==> config.mk <==
export PLATFORM = sky130hd
export DESIGN_NAME = fir_ctrl
export DESIGN_NICKNAME = d
export VERILOG_FILES = /design/src/rtl/fir_ctrl.sv
export SDC_FILE = /design/constraint.sdc
export NUM_CORES = 1
export LEC_CHECK = 0
export ABC_AREA = 1
export BUFFER_PORTS_ARGS = -buffer_cell sky130_fd_sc_hd__buf_2
export CORE_MARGIN = 2
export CORE_UTILIZATION = 30
export DETAILED_ROUTE_END_ITERATION = 7
export PLACE_DENSITY = 0.58
export SKIP_CTS_REPAIR_TIMING = 1
export SYNTH_ARGS = -nofsm -noshare
export SYNTH_HDL_FRONTEND = slang
export SYNTH_SLANG_ARGS = --single-unit
==> constraint.sdc <==
create_clock -name clk -period 5.4 [get_ports clk]
set_input_delay 0.54 -clock clk [delete_from_list [all_inputs] [get_ports clk]]
set_output_delay 0.54 -clock clk [all_outputs]
set_load 0.05 [all_outputs]
==> src/rtl/fir_ctrl.sv <==
// fir_ctrl: ap_start/ap_done/ap_idle protocol, length register, data RAM clear and run sequencing
module fir_ctrl #(
    parameter int pADDR_WIDTH = 12,
    parameter int pDATA_WIDTH = 32,
    parameter int Tape_Num    = 11
) (
    input  logic                   clk,
    input  logic                   rst_n,
    input  logic                   ctrl_wr,
    input  logic [pDATA_WIDTH-1:0] ctrl_wdata,
    input  logic                   ctrl_rd,
    input  logic                   len_wr,
    input  logic [pDATA_WIDTH-1:0] len_wdata,
    input  logic                   axis_finish,
    input  logic                   out_hs,
    input  logic                   out_last,
    output logic [3:0]             ap_ctrl,
    output logic [pDATA_WIDTH-1:0] data_length,
    output logic [pDATA_WIDTH-1:0] out_cnt,
    output logic                   ap_start,
    output logic                   dram_clr_we,
    output logic [pADDR_WIDTH-1:0] dram_clr_addr,
    output logic                   cfg_lock
);
    localparam int CW = $clog2(Tape_Num + 1);

    typedef enum logic [1:0] {IDLE, CLEAR, RUN} state_t;

    state_t                 state_q, state_d;
    logic [CW-1:0]          clr_cnt_q, clr_cnt_d;
    logic                   sbit_q, sbit_d;
    logic                   idle_q, idle_d;
    logic                   done_q, done_d;
    logic                   err_q, err_d;
    logic                   in_done_q, in_done_d;
    logic [pDATA_WIDTH-1:0] len_q, len_d;
    logic [pDATA_WIDTH-1:0] cnt_q, cnt_d;
    logic                   start_q, start_d;
    logic                   we_q, we_d;
    logic [pADDR_WIDTH-1:0] addr_q, addr_d;

    logic                   start_req;
    logic                   last_clr;
    logic [CW-1:0]          clr_nxt;
    logic [pDATA_WIDTH-1:0] cnt_inc;
    logic                   unused_wdata;

    assign start_req    = ctrl_wr & ctrl_wdata[0];
    assign last_clr     = clr_cnt_q == CW'(Tape_Num - 1);
    assign clr_nxt      = clr_cnt_q + 1'b1;
    assign cnt_inc      = cnt_q + pDATA_WIDTH'(1);
    assign unused_wdata = ^ctrl_wdata[pDATA_WIDTH-1:1];

    assign ap_ctrl       = {err_q, idle_q, done_q, sbit_q};
    assign data_length   = len_q;
    assign out_cnt       = cnt_q;
    assign ap_start      = start_q;
    assign dram_clr_we   = we_q;
    assign dram_clr_addr = addr_q;
    assign cfg_lock      = ~idle_q;

    // Next-state: accept start in IDLE, walk the clear addresses, then count outputs until tlast
    always_comb begin
        state_d   = state_q;
        clr_cnt_d = clr_cnt_q;
        sbit_d    = sbit_q;
        idle_d    = idle_q;
        done_d    = ctrl_rd ? 1'b0 : done_q;
        err_d     = err_q;
        in_done_d = in_done_q;
        len_d     = len_q;
        cnt_d     = cnt_q;
        start_d   = 1'b0;
        we_d      = 1'b0;
        addr_d    = '0;
        case (state_q)
            IDLE: begin
                if (len_wr) len_d = len_wdata;
                if (start_req) begin
                    state_d   = CLEAR;
                    sbit_d    = 1'b1;
                    idle_d    = 1'b0;
                    cnt_d     = '0;
                    err_d     = 1'b0;
                    in_done_d = 1'b0;
                    clr_cnt_d = '0;
                    we_d      = 1'b1;
                end
            end
            CLEAR: begin
                if (last_clr) begin
                    state_d = RUN;
                    sbit_d  = 1'b0;
                    start_d = 1'b1;
                end else begin
                    clr_cnt_d = clr_nxt;
                    we_d      = 1'b1;
                    addr_d    = pADDR_WIDTH'({clr_nxt, 2'b00});
                end
            end
            RUN: begin
                if (axis_finish) in_done_d = 1'b1;
                if (out_hs) begin
                    cnt_d = cnt_inc;
                    if (out_last) begin
                        state_d = IDLE;
                        idle_d  = 1'b1;
                        done_d  = 1'b1;
                        err_d   = (cnt_inc != len_q) | ~in_done_q;
                    end
                end
            end
            default: state_d = IDLE;
        endcase
    end

    // State and output registers; reset aborts any clear or run immediately
    always_ff @(posedge clk or negedge rst_n) begin
        if (!rst_n) begin
            state_q   <= IDLE;
            clr_cnt_q <= '0;
            sbit_q    <= 1'b0;
            idle_q    <= 1'b1;
            done_q    <= 1'b0;
            err_q     <= 1'b0;
            in_done_q <= 1'b0;
            len_q     <= '0;
            cnt_q     <= '0;
            start_q   <= 1'b0;
            we_q      <= 1'b0;
            addr_q    <= '0;
        end else begin
            state_q   <= state_d;
            clr_cnt_q <= clr_cnt_d;
            sbit_q    <= sbit_d;
            idle_q    <= idle_d;
            done_q    <= done_d;
            err_q     <= err_d;
            in_done_q <= in_done_d;
            len_q     <= len_d;
            cnt_q     <= cnt_d;
            start_q   <= start_d;
            we_q      <= we_d;
            addr_q    <= addr_d;
        end
    end
endmodule

* Yosys cells after proc, flatten, opt, wreduce, memory -nomap -nowiden *
Cells that the tools add are included.

storage, ports and cells
  bits in registers = 89
  output and inout bits = 83
  input port bits = 72
  word-level logic and storage cells = 72

cells by class
  equality and inequality tests = 10
  reductions and logical operators = 10
  $add $sub $neg = 2
  muxes and demuxes = 34
  bitwise gates (word level) = 4

operators by type and width
  cell                                           count
  2-to-1 mux 32 bit                              2
  case mux 32 bit (2 select lines)               1
  adder 32 x 1 -> 32 bit, second input constant  1
  != test 32 bit                                 1
  2-to-1 mux 1 bit                               16
  2-to-1 mux 6 bit                               2
  != test 2 bit, second input constant           6
  AND reduction 3 bit                            4
  case mux 1 bit (2 select lines)                5
  2-to-1 mux 2 bit                               4
  2-to-1 mux 4 bit                               2
  case mux 4 bit (2 select lines)                1
  AND reduction 4 bit                            2
  case mux 2 bit (3 select lines)                1
  adder 4 x 1 -> 4 bit, second input constant    1
  == test 4 bit, second input constant           1
  nonzero test 2 bit                             2
  == test 2 x 1 -> 1 bit, second input constant  1
  == test 2 bit, second input constant           1
  zero test 2 bit                                1
  inverter 1 bit                                 2
  AND reduction 2 bit                            1
  bitwise AND 1 bit                              1
  OR 1 bit                                       1

* Longest topological paths before layout *
Gate-level depths: netlist of run 1.

  depth in word-level cells = 6
  mapped depth = 16
  mapped depth without buffers = 16

* Least setup slack after synthesis of run 1 *
No wires, ideal clock.

  path kind = reg-to-reg
  start = register cnt_q[0], in the netlist out_cnt[0]
  end = register err_q
  path buffers = 0
  data arrival time = 2168 ps
  setup slack = 3114 ps
  cell stages (with the launch flop) = 15
  library setup time = 118 ps
  period minus slack after synthesis = 2286 ps
  required time = 5282 ps
  cell sequence = dfrtp_1 -> ha_1 -> nand2_2 -> nor2_8 -> nand2_8 -> nor2_8 -> nand3_2 -> nand3_1 -> nand2_1 -> nor2_1 -> nand2_1 -> nor2_1 -> nand3_1 -> nand2_1 -> nand2_1

on the way
  longest elaborated chain between the ends = 6

RTL lines
  what                             line  text
  start: declaration               37    logic [pDATA_WIDTH-1:0] cnt_q, cnt_d;
  start signal: assignment         141   cnt_q <= cnt_d;
  adder 32 x 1 -> 32 bit           51    assign cnt_inc = cnt_q + pDATA_WIDTH'(1);
  != test 32 bit                   109   err_d = (cnt_inc != len_q) | ~in_done_q;
  OR 1 bit                         109
  2-to-1 mux 1 bit                 105   if (out_last) begin
  2-to-1 mux 1 bit                 103   if (out_hs) begin
  case mux 1 bit (2 select lines)  76    case (state_q)
  end signal: assignment           138   err_q <= err_d;
  end: declaration                 34    logic err_q, err_d;

Every way passes these cells. The select of a mux whose other input is x is not followed.
A chain may end at the register's enable or synchronous reset.

* Final worst setup path of run 1 *
  start = register cnt_q[1], in the netlist out_cnt[1]
  end = register err_q

Same word-level chain as after synthesis.

==> flow_metrics.tcl, run 1 <==
set metrics [dict create \
    die_x_um 132 \
    synth_cell_types 33 \
    total_power_mw 3.12 \
    seqPwrFrac 0.315 \
    die_area_um2 17300 \
    swShare 0.496 \
    synthCells 698 \
    layout-drive-gt1-share 0.206 \
    pwr_density_cell_nw_per_um2 520 \
    cts_buffers 9 \
    grt_pass1_vias 4458 \
    status "finished, final reports clean" \
    ys_seq_area_frac 0.415 \
    grt-ovfl-total 0 \
    antenna_found_initial 1 \
    relSlewSlack 0.464 \
    layout_commonest_cell "nand2_1" \
    p_int_mw 1.57 \
    switching_power_mw 1.55 \
    wl_per_cell_um 14.0 \
    async_flop_share 1.00 \
    setup_viol 0 \
    cts_root_buffer "clkbuf_16" \
    crit_buf_inv 0 \
    combPwrFrac 0.468 \
    cts.sinks 81 \
    crit_top_cell "nand2_1" \
    io_buffers 115 \
    routed_wl_um 14500 \
    postRouteAntennaNets 0 \
    num_antenna_cells 0 \
    grt_pass1_wl_um 23600 \
    clkTransAtPathRegs_ns 0.06 \
    p_leak_nw 3.11 \
    fillCellCount 1758 \
    worstMarginPinSlew_ns 0.804 \
    power_frac_clock 0.217 \
    worst_path_max_delay_cell "dfrtp_1" \
    synth_edf_count 0 \
    critical-path-top-delay-family "simple AND/OR/NAND/NOR gates" \
    hold_viol_final 0 \
    dieHeight_um 132 \
    nNetsFinal 887 \
    crit_type "register to register" \
    drt_iter0_markers 313 \
    layout_common_cells "nand2_1, buf_2, nor2_1, inv_1, nand3_1" \
    synth_flop_cell "dfrtp_1" \
    via_per_inst 4.57 \
    rows 46 \
    clk_path_buf_depth 2 \
    timing.final.crit_period_ns 2.50 \
    irDropWorstVdd_mv 0.262 \
    pin_count 155 \
    dpl.hpwl_um 11000 \
    hold_path.class "primary input to asynchronous set/reset pin" \
    crit_required_ns 5.64 \
    dr.pass1.iters 5 \
    met3_usage 0.0494 \
    crit_path_max_incr_delay_ns 0.48 \
    cap_violations 0 \
    grt_max_degree 63 \
    fin_crit_sh 0.462 \
    met2_usage 0.275 \
    grt_use_met1 0.226 \
    vias 4722 \
    grt_most_used_layer "met2" \
    final.setup.tns_ns 0 \
    critPathLaunchType "register" \
    cts.htree.levels 3 \
    ys_warn_count 0 \
    initial_core_util 0.308 \
    synth.avg_cell_area_um2 7.01 \
    crit_path_end_kind "register" \
    core-area_um2 15900 \
    critPathMaxFanout 6 \
    synth_seq_cells 81 \
    worstSkewPairLatency_ns 0.35 \
    fmax_ghz 0.401 \
    route.detailed.drc 0 \
    slew_viol_final 0 \
    grt_usage 0.171 \
    gp_congestion 0.849 \
    skew_ns 0.0105 \
    crit_chain "ha_1 > nand3_1 > nor2_1 > nand3_1 > nand2_1 > nand3_1 > nand2_1 > nand2_1 > nor2_1 > nand2_1 > nor2_1 > nand3_1 > nand2_1 > nand2_1" \
    rsz0062_at_grt "false" \
    worstPathArrival_ns 2.73 \
    cts_tree "built" \
    synth_area_um2 4890 \
    syn_to_final_growth_pct 22.5 \
]
-- cell families (layout without fill, tap and decap cells) --
group / Yosys count / in the layout / synth area share
xor gates and xnor gates: 4 / 4 / 0.00716
DFF: 81 / 81 / 0.415
AOI/OAI and AO/OA: 78 / 78 / 0.0870
buffers and inverters: 115 / 227 / 0.0974
adders and majority gates: 3 / 3 / 0.00767
muxes: 2 / 2 / 0.00460
other: 1 / 8 / 0.000767
and+or+nand+nor: 414 / 414 / 0.381
-- Yosys cell counts (3+ instances only) --
master / count / area, um2
a21oi_1: 32 / 160
buf_4: 12 / 90.1
clkbuf_1: 12 / 45.0
dfrtp_1: 80 / 2000
ha_1: 3 / 37.5
inv_1: 88 / 330
nand2_1: 199 / 747
nand2_2: 8 / 50.1
nand3_1: 82 / 410
nand4_1: 4 / 25.0
nor2_1: 100 / 375
nor2_4: 6 / 67.6
nor2_8: 4 / 80.1
nor3_1: 3 / 15.0
o21ai_0: 20 / 100
o21ai_1: 3 / 15.0
o22ai_1: 20 / 125
-- final timing paths --
path / startpoint / endpoint / slack (ns) / cells after the start
setup reg to reg: out_cnt[1] / err_q / 2.90 / 14
hold / removal: rst_n / data_length[4] / 0.07 / 1
max in group asynchronous: rst_n / data_length[20] / 4.23 / 2
min in group clk: ctrl_rd / done_q / 0.38 / 2
setup / recovery: out_cnt[1] / err_q / 2.90 / 14
hold reg to reg: clr_cnt_q[0] / dram_clr_addr[2] / 0.49 / 1
-- through the flow --
stage / cells / instance area (um2) / utilization / setup slack [ns] / hold slack, ns
after floorplan: 705 / 4920 / - / 3.11 / 0.244
after global placement: 1017 / 5670 / 0.357 / 2.90 / 0.453
after detailed placement: 1017 / 5670 / 0.357 / 2.88 / 0.452
after CTS: 1033 / 5990 / 0.377 / 2.88 / 0.0745
after global routing: 1033 / 5990 / 0.377 / 2.65 / 0.0813
final: 1033 / 5990 / 0.377 / 2.90 / 0.0719
-- power groups by stage --
stage / registers, mW / logic (mW) / clock network [mW]
3_3_place_gp: 0.991 / 1.46 / 0
6_report: 0.982 / 1.46 / 0.676
5_1_grt: 1.02 / 1.58 / 0.719
2_1_floorplan: 1.54 / 0.535 / 0
4_1_cts: 0.983 / 1.47 / 0.696
3_5_place_dp: 0.991 / 1.47 / 0
-- metal layers --
layer	share of wire	wire [um]
met1	0.46	6620
met2	0.46	6710
met3	0.071	1020
met4	0.010	148
met5	0	0
-- sequential cells by signal, summed over array words and instances (netlist names), 2 cells and up --
name and flops:
data_length 32, state_q 2, dram_clr_addr 4, clr_cnt_q 4, out_cnt 32
-- cell type report --
type / instances / area [um2] / share of cell area
Multi-Input combinational cell: 509 / 2420 / 0.403
Sequential cell: 81 / 2030 / 0.338
Timing Repair Buffer: 120 / 616 / 0.103
Inverter: 91 / 342 / 0.0570
Tap cell: 216 / 270 / 0.0451
Clock buffer: 12 / 246 / 0.0411
Clock inverter: 4 / 76.3 / 0.0127
Power figures use the tool's default switching activity.
==> inputs of run 2 (changes only) <==
--- a/config.mk
+++ b/config.mk
@@ -5,7 +5,7 @@
 export SDC_FILE = /design/constraint.sdc
 export NUM_CORES = 1
 export LEC_CHECK = 0
-export ABC_AREA = 1
+export ABC_AREA = 0
 export BUFFER_PORTS_ARGS = -buffer_cell sky130_fd_sc_hd__buf_2
 export CORE_MARGIN = 2
 export CORE_UTILIZATION = 30
==> constraint.sdc (replaced) <==
create_clock -name clk -period 2.3 [get_ports clk]
set_input_delay 0.23 -clock clk [delete_from_list [all_inputs] [get_ports clk]]
set_output_delay 0.23 -clock clk [all_outputs]
set_load 0.05 [all_outputs]
==> flow_metrics.tcl, run 2 <==
set metrics [dict create \
    clkTransAtPathRegs_ns 0.06 \
    multi_input_area_um2 2500 \
    synth.avg_cell_area_um2 9.60 \
    rows 45 \
    cts_tree "built" \
    async_flop_share 1.00 \
    worst-path-stages 8 \
    skew_ns 0.00962 \
    crit_path_end_kind "register" \
    timing.final.crit_period_ns 2.28 \
    final_util 0.408 \
    critPathLaunchType "register" \
    postRouteAntennaNets 0 \
    layout-drive-gt1-share 0.414 \
    grt_pass1_wl_um 21700 \
    fillCellCount 1528 \
    power_frac_clock 0.229 \
    num_antenna_cells 0 \
    io_buffers 115 \
    hold_viol_final 0 \
    clk_path_buf_depth 2 \
    r2r_setup_slack_ns 0.02 \
    routed_wl_um 13500 \
    muxShareOfSynthArea 0.0794 \
    die_area_um2 16500 \
    wl_per_cell_um 16.4 \
    seqPwrFrac 0.316 \
    hold_path.class "primary input to register" \
    synth_seq_cells 81 \
    critical-path-top-delay-family "simple AND/OR/NAND/NOR gates" \
    fin_crit_sh 0.993 \
    synth_top_family_by_area "simple AND/OR/NAND/NOR gates" \
    ys_warn_count 0 \
    layout_common_cells "buf_2, dfrtp_1, buf_4, o21ai_0, nand2_1" \
    initial_core_util 0.307 \
    final.setup.tns_ns 0 \
    total_power_mw 7.16 \
    antenna_found_initial 0 \
    synth_edf_count 0 \
    crit_path_max_incr_delay_ns 0.55 \
    cts.htree.levels 3 \
    ys_seq_area_frac 0.436 \
    dpl.hpwl_um 9910 \
    synth_compound_area_frac 0.133 \
    p_int_mw 3.94 \
    holdPathStages 2 \
    relSlewSlack 0.572 \
    yosys.area.top_type "dfrtp_1" \
    grt_max_degree 47 \
    cap_violations 0 \
    final_cells 821 \
    status "finished, final reports clean" \
    grt-ovfl-total 0 \
    combPwrFrac 0.455 \
    p_leak_nw 2.84 \
    synth_area_um2 4650 \
    regArea_um2 2050 \
    route.detailed.drc 0 \
    dp_slack_ns -0.167 \
    synth_top_area_share 0.431 \
    rsz0062_at_grt "true" \
    synth.area.top_cells "dfrtp_1, mux2_2, xnor2_1" \
    core-area_um2 15100 \
    irDropWorstVdd_mv 0.713 \
    crit_buf_inv 0 \
    cts_buffers 9 \
    layout_commonest_cell "buf_2" \
    slew_viol_final 0 \
    dr.pass1.iters 4 \
    crit_required_ns 2.52 \
    critPathMaxFanout 2 \
    setup_viol 0 \
    via_per_inst 5.04 \
    dp_cells 802 \
    syn_to_final_growth_pct 33.1 \
    synthAdderAreaFrac 0.00808 \
    drt_iter0_markers 293 \
    synth_cell_types 57 \
    worstPathArrival_ns 2.50 \
    worstSkewPairLatency_ns 0.36 \
    synthCells 484 \
    worstMarginPinSlew_ns 0.642 \
    cts_root_buffer "clkbuf_16" \
    swShare 0.449 \
    dieHeight_um 128 \
    crit_chain "ha_4 > xnor2_1 > nand2_1 > nor4_2 > nand4_1 > or4_4 > nor4_4 > a41oi_2" \
    gp_congestion 0.842 \
    vias 4138 \
    fmax_ghz 0.438 \
    worst_path_max_delay_cell "or4_4" \
    die_x_um 128 \
    grt_pass1_vias 4056 \
    synthSimpleGateAreaFrac 0.188 \
    crit_type "register to register" \
    yosys-top-cells-count "dfrtp_1, o21ai_0, nand2_1" \
    synth_xor_area_frac 0.0905 \
    grt_usage 0.169 \
    layout_setup_ws_ns 0.0164 \
    synth_flop_cell "dfrtp_1" \
    reg2reg_depth 8 \
    yosysMostFrequentCell "dfrtp_1" \
    nNetsFinal 703 \
    pin_count 155 \
    switching_power_mw 3.21 \
    pwr_density_cell_nw_per_um2 1160 \
    cts.sinks 81 \
]
## run 2: cell types whose count changed after synthesis, moves of 21 or more
cell,change
nand2_1,-155
xnor2_1,+32
mux2_2,+29
nand3_1,-64
o21ai_0,+26
nor2_1,-62
inv_1,-77
a21oi_1,-21
## run 2: power by group through the flow
stage	sequential, mW	clock [mW]	combinational, mW
global placement	2.26	0	3.21
floorplan	3.39	0	1.30
CTS	2.27	1.68	3.25
finish	2.26	1.64	3.26
global route	2.33	1.76	3.47
detailed placement	2.29	0	3.24
## run 2: worst register-to-register path, cell delays in order, from the launching register on
cell     delay, ns
dfrtp_4       0.49
ha_4          0.28
xnor2_1       0.11
nand2_1       0.08
nor4_2        0.19
nand4_1       0.13
or4_4         0.55
nor4_4        0.18
a41oi_2       0.14
## run 2: per-layer routing
metal	vias to the layer above	global-route usage	wire length, um
li1	1988	-	-
met1	2015	0.229	6190
met2	118	0.262	6220
met3	17	0.0420	820
met4	0	0.0653	237
met5	-	0	0
## run 2: cell families (layout without fill, tap and decap cells)
kind of cell / after synthesis / count (layout)
AO/OA/AOI/OAI: 101 / 101
AND/OR/NAND/NOR: 162 / 162
multiplexers: 33 / 33
flip-flops: 81 / 81
adder cells (fa/ha/maj): 3 / 3
other: 1 / 8
XOR/XNOR: 48 / 48
buffers and inverters: 55 / 197
## run 2: path summary, 6_finish.rpt
kind,to,start
max reg2reg,err_q,out_cnt[0]
min,done_q,ctrl_rd
max in group asynchronous,idle_q,rst_n
min reg2reg,idle_q,idle_q
max,err_q,out_cnt[0]
min in group asynchronous,data_length[31],rst_n
## run 2: final cells by class
cell class              count  area share
well taps                 188      0.0380
clock buffers              14      0.0443
inverters                  11     0.00668
multi-input cells         355       0.404
repair buffers            170       0.165
clock inverters             2     0.00971
flip-flops and latches     81       0.332
## run 2: stage by stage
step | hold WS (ns) | instance area [um2]
2_1_floorplan | -0.0656 | 4790
3_3_place_gp | 0.293 | 5730
3_5_place_dp | 0.295 | 5730
4_1_cts | -0.0801 | 6060
5_1_grt | 0.0742 | 6180
6_report | 0.0446 | 6180
==> inputs of run 3 (changes only) <==
--- a/config.mk
+++ b/config.mk
@@ -7,10 +7,12 @@
 export LEC_CHECK = 0
 export ABC_AREA = 0
 export BUFFER_PORTS_ARGS = -buffer_cell sky130_fd_sc_hd__buf_2
+export CELL_PAD_IN_SITES_DETAIL_PLACEMENT = 0
+export CELL_PAD_IN_SITES_GLOBAL_PLACEMENT = 1
 export CORE_MARGIN = 2
 export CORE_UTILIZATION = 30
 export DETAILED_ROUTE_END_ITERATION = 7
-export PLACE_DENSITY = 0.58
+export PLACE_DENSITY = 0.72
 export SKIP_CTS_REPAIR_TIMING = 1
 export SYNTH_ARGS = -nofsm -noshare
 export SYNTH_HDL_FRONTEND = slang
==> constraint.sdc (replaced) <==
create_clock -name clk -period 2.5 [get_ports clk]
set_input_delay 0.25 -clock clk [delete_from_list [all_inputs] [get_ports clk]]
set_output_delay 0.25 -clock clk [all_outputs]
set_load 0.05 [all_outputs]
==> flow_metrics.tcl, run 3 (same netlist as run 2, synthesis figures left out) <==
set metrics [dict create \
    hold_path.class "primary input to register" \
    die_x_um 128 \
    vias 4141 \
    dieHeight_um 128 \
    gp_congestion 0.834 \
    power_frac_clock 0.215 \
    seqPwrFrac 0.324 \
    postRouteAntennaNets 0 \
    worstPathArrival_ns 2.70 \
    worstSkewPairLatency_ns 0.35 \
    clk_path_buf_depth 2 \
    cts_root_buffer "clkbuf_16" \
    layout_commonest_cell "buf_2" \
    irDropWorstVdd_mv 0.808 \
    pwr_density_cell_nw_per_um2 1080 \
    fin_crit_sh 0.997 \
    syn_to_final_growth_pct 28.2 \
    route.detailed.drc 0 \
    timing.final.crit_period_ns 2.49 \
    worstMarginPinSlew_ns 1.21 \
    combPwrFrac 0.462 \
    relSlewSlack 0.194 \
    grt_max_degree 47 \
    dpl.hpwl_um 9750 \
    io_buffers 115 \
    swShare 0.458 \
    layout-drive-gt1-share 0.377 \
    critPathLaunchType "register" \
    hold_viol_final 0 \
    num_antenna_cells 0 \
    post-route-cell-area_um2 5960 \
    cap_violations 0 \
    fillCellCount 1523 \
    routed_wl_um 13200 \
    pin_count 155 \
    slew_viol_final 0 \
    p_int_mw 3.49 \
    grt_pass1_wl_um 21300 \
    critPathMaxFanout 2 \
    antenna_found_initial 0 \
    crit_required_ns 2.71 \
    clkTransAtPathRegs_ns 0.06 \
    core-area_um2 15100 \
    status "finished, final reports clean" \
    cts_buffers 9 \
    grt-ovfl-total 0 \
    cts.sinks 81 \
    die_area_um2 16500 \
    total_power_mw 6.43 \
    via_per_inst 5.12 \
    nNetsFinal 691 \
    grt_pass1_vias 4085 \
    switching_power_mw 2.94 \
    setup_viol 0 \
    crit_type "register to register" \
    dr.pass1.iters 5 \
    grt_usage 0.166 \
    rows 45 \
    crit_path_end_kind "register" \
    fmax_ghz 0.401 \
    initial_core_util 0.307 \
    cts.htree.levels 3 \
    layout_common_cells "buf_2, dfrtp_1, o21ai_0, nand2_1, buf_4" \
    place_area_um2 5590 \
    p_leak_nw 2.72 \
    wl_per_cell_um 16.3 \
    skew_ns 0.00646 \
    drt_iter0_markers 245 \
    rsz0062_at_grt "true" \
    cts_tree "built" \
    holdWs_ns 0.0861 \
]
-- run 3: cell count changes in the layout (fill, tap and decap cells not counted), sizes merged --
cell      delta
clkbuf       -2
clkinv       +2
clkinvlp     +1
bufinv       -1
buf         -12
-- run 3: worst max-delay path: stages, from the launching register on --
cell and delay, ns:
dfrtp_2 0.42, ha_4 0.29, xnor2_2 0.10, nand2_1 0.08
nor4_2 0.35, nand4_1 0.16, or4_4 0.57, nor4_4 0.26
a41oi_2 0.13
-- run 3: final timing paths --
path	cells past startpoint	end	startpoint	slack [ns]
min in group asynchronous	2	data_length[31]	rst_n	0.34
worst max register to register	8	err_q	out_cnt[0]	0.007
max in group asynchronous	3	out_cnt[7]	rst_n	1.57
worst min-delay path	2	done_q	ctrl_rd	0.09
worst min register to register	2	idle_q	idle_q	0.47
worst max-delay path	8	err_q	out_cnt[0]	0.007
-- run 3: area by class of cell --
class	instances	area (um2)	area share
clock inverters	4	51.3	0.00861
repair buffers	158	916	0.154
flip-flops and latches	81	2040	0.342
multi-input cells	355	2420	0.406
clock buffers	12	256	0.0430
inverters	11	41.3	0.00693
well taps	188	235	0.0395
-- run 3: power groups by stage --
stage | sequential, mW | combinational (mW) | clock, mW
floorplan | 3.12 | 1.19 | 0
global placement | 2.08 | 2.91 | 0
detailed placement | 2.10 | 2.95 | 0
CTS | 2.08 | 2.95 | 1.43
global route | 2.15 | 3.18 | 1.48
finish | 2.08 | 2.97 | 1.38
-- run 3: routing by layer --
layer	part of all wire	routed length (um)	global-route usage
met1	0.45	6000	0.218
met2	0.46	6020	0.257
met3	0.072	954	0.0536
met4	0.017	226	0.0621
met5	0	0	0
-- run 3: stage by stage --
step	TNS, ns	utilization	setup slack, ns	cells
3_3_place_gp	-0.0354	0.369	-0.0354	792
6_report	0	0.393	0.00713	809
3_5_place_dp	-0.179	0.369	-0.179	792
2_1_floorplan	0	-	0.00242	491
4_1_cts	-0.206	0.389	-0.206	808
5_1_grt	-0.101	0.393	-0.101	809
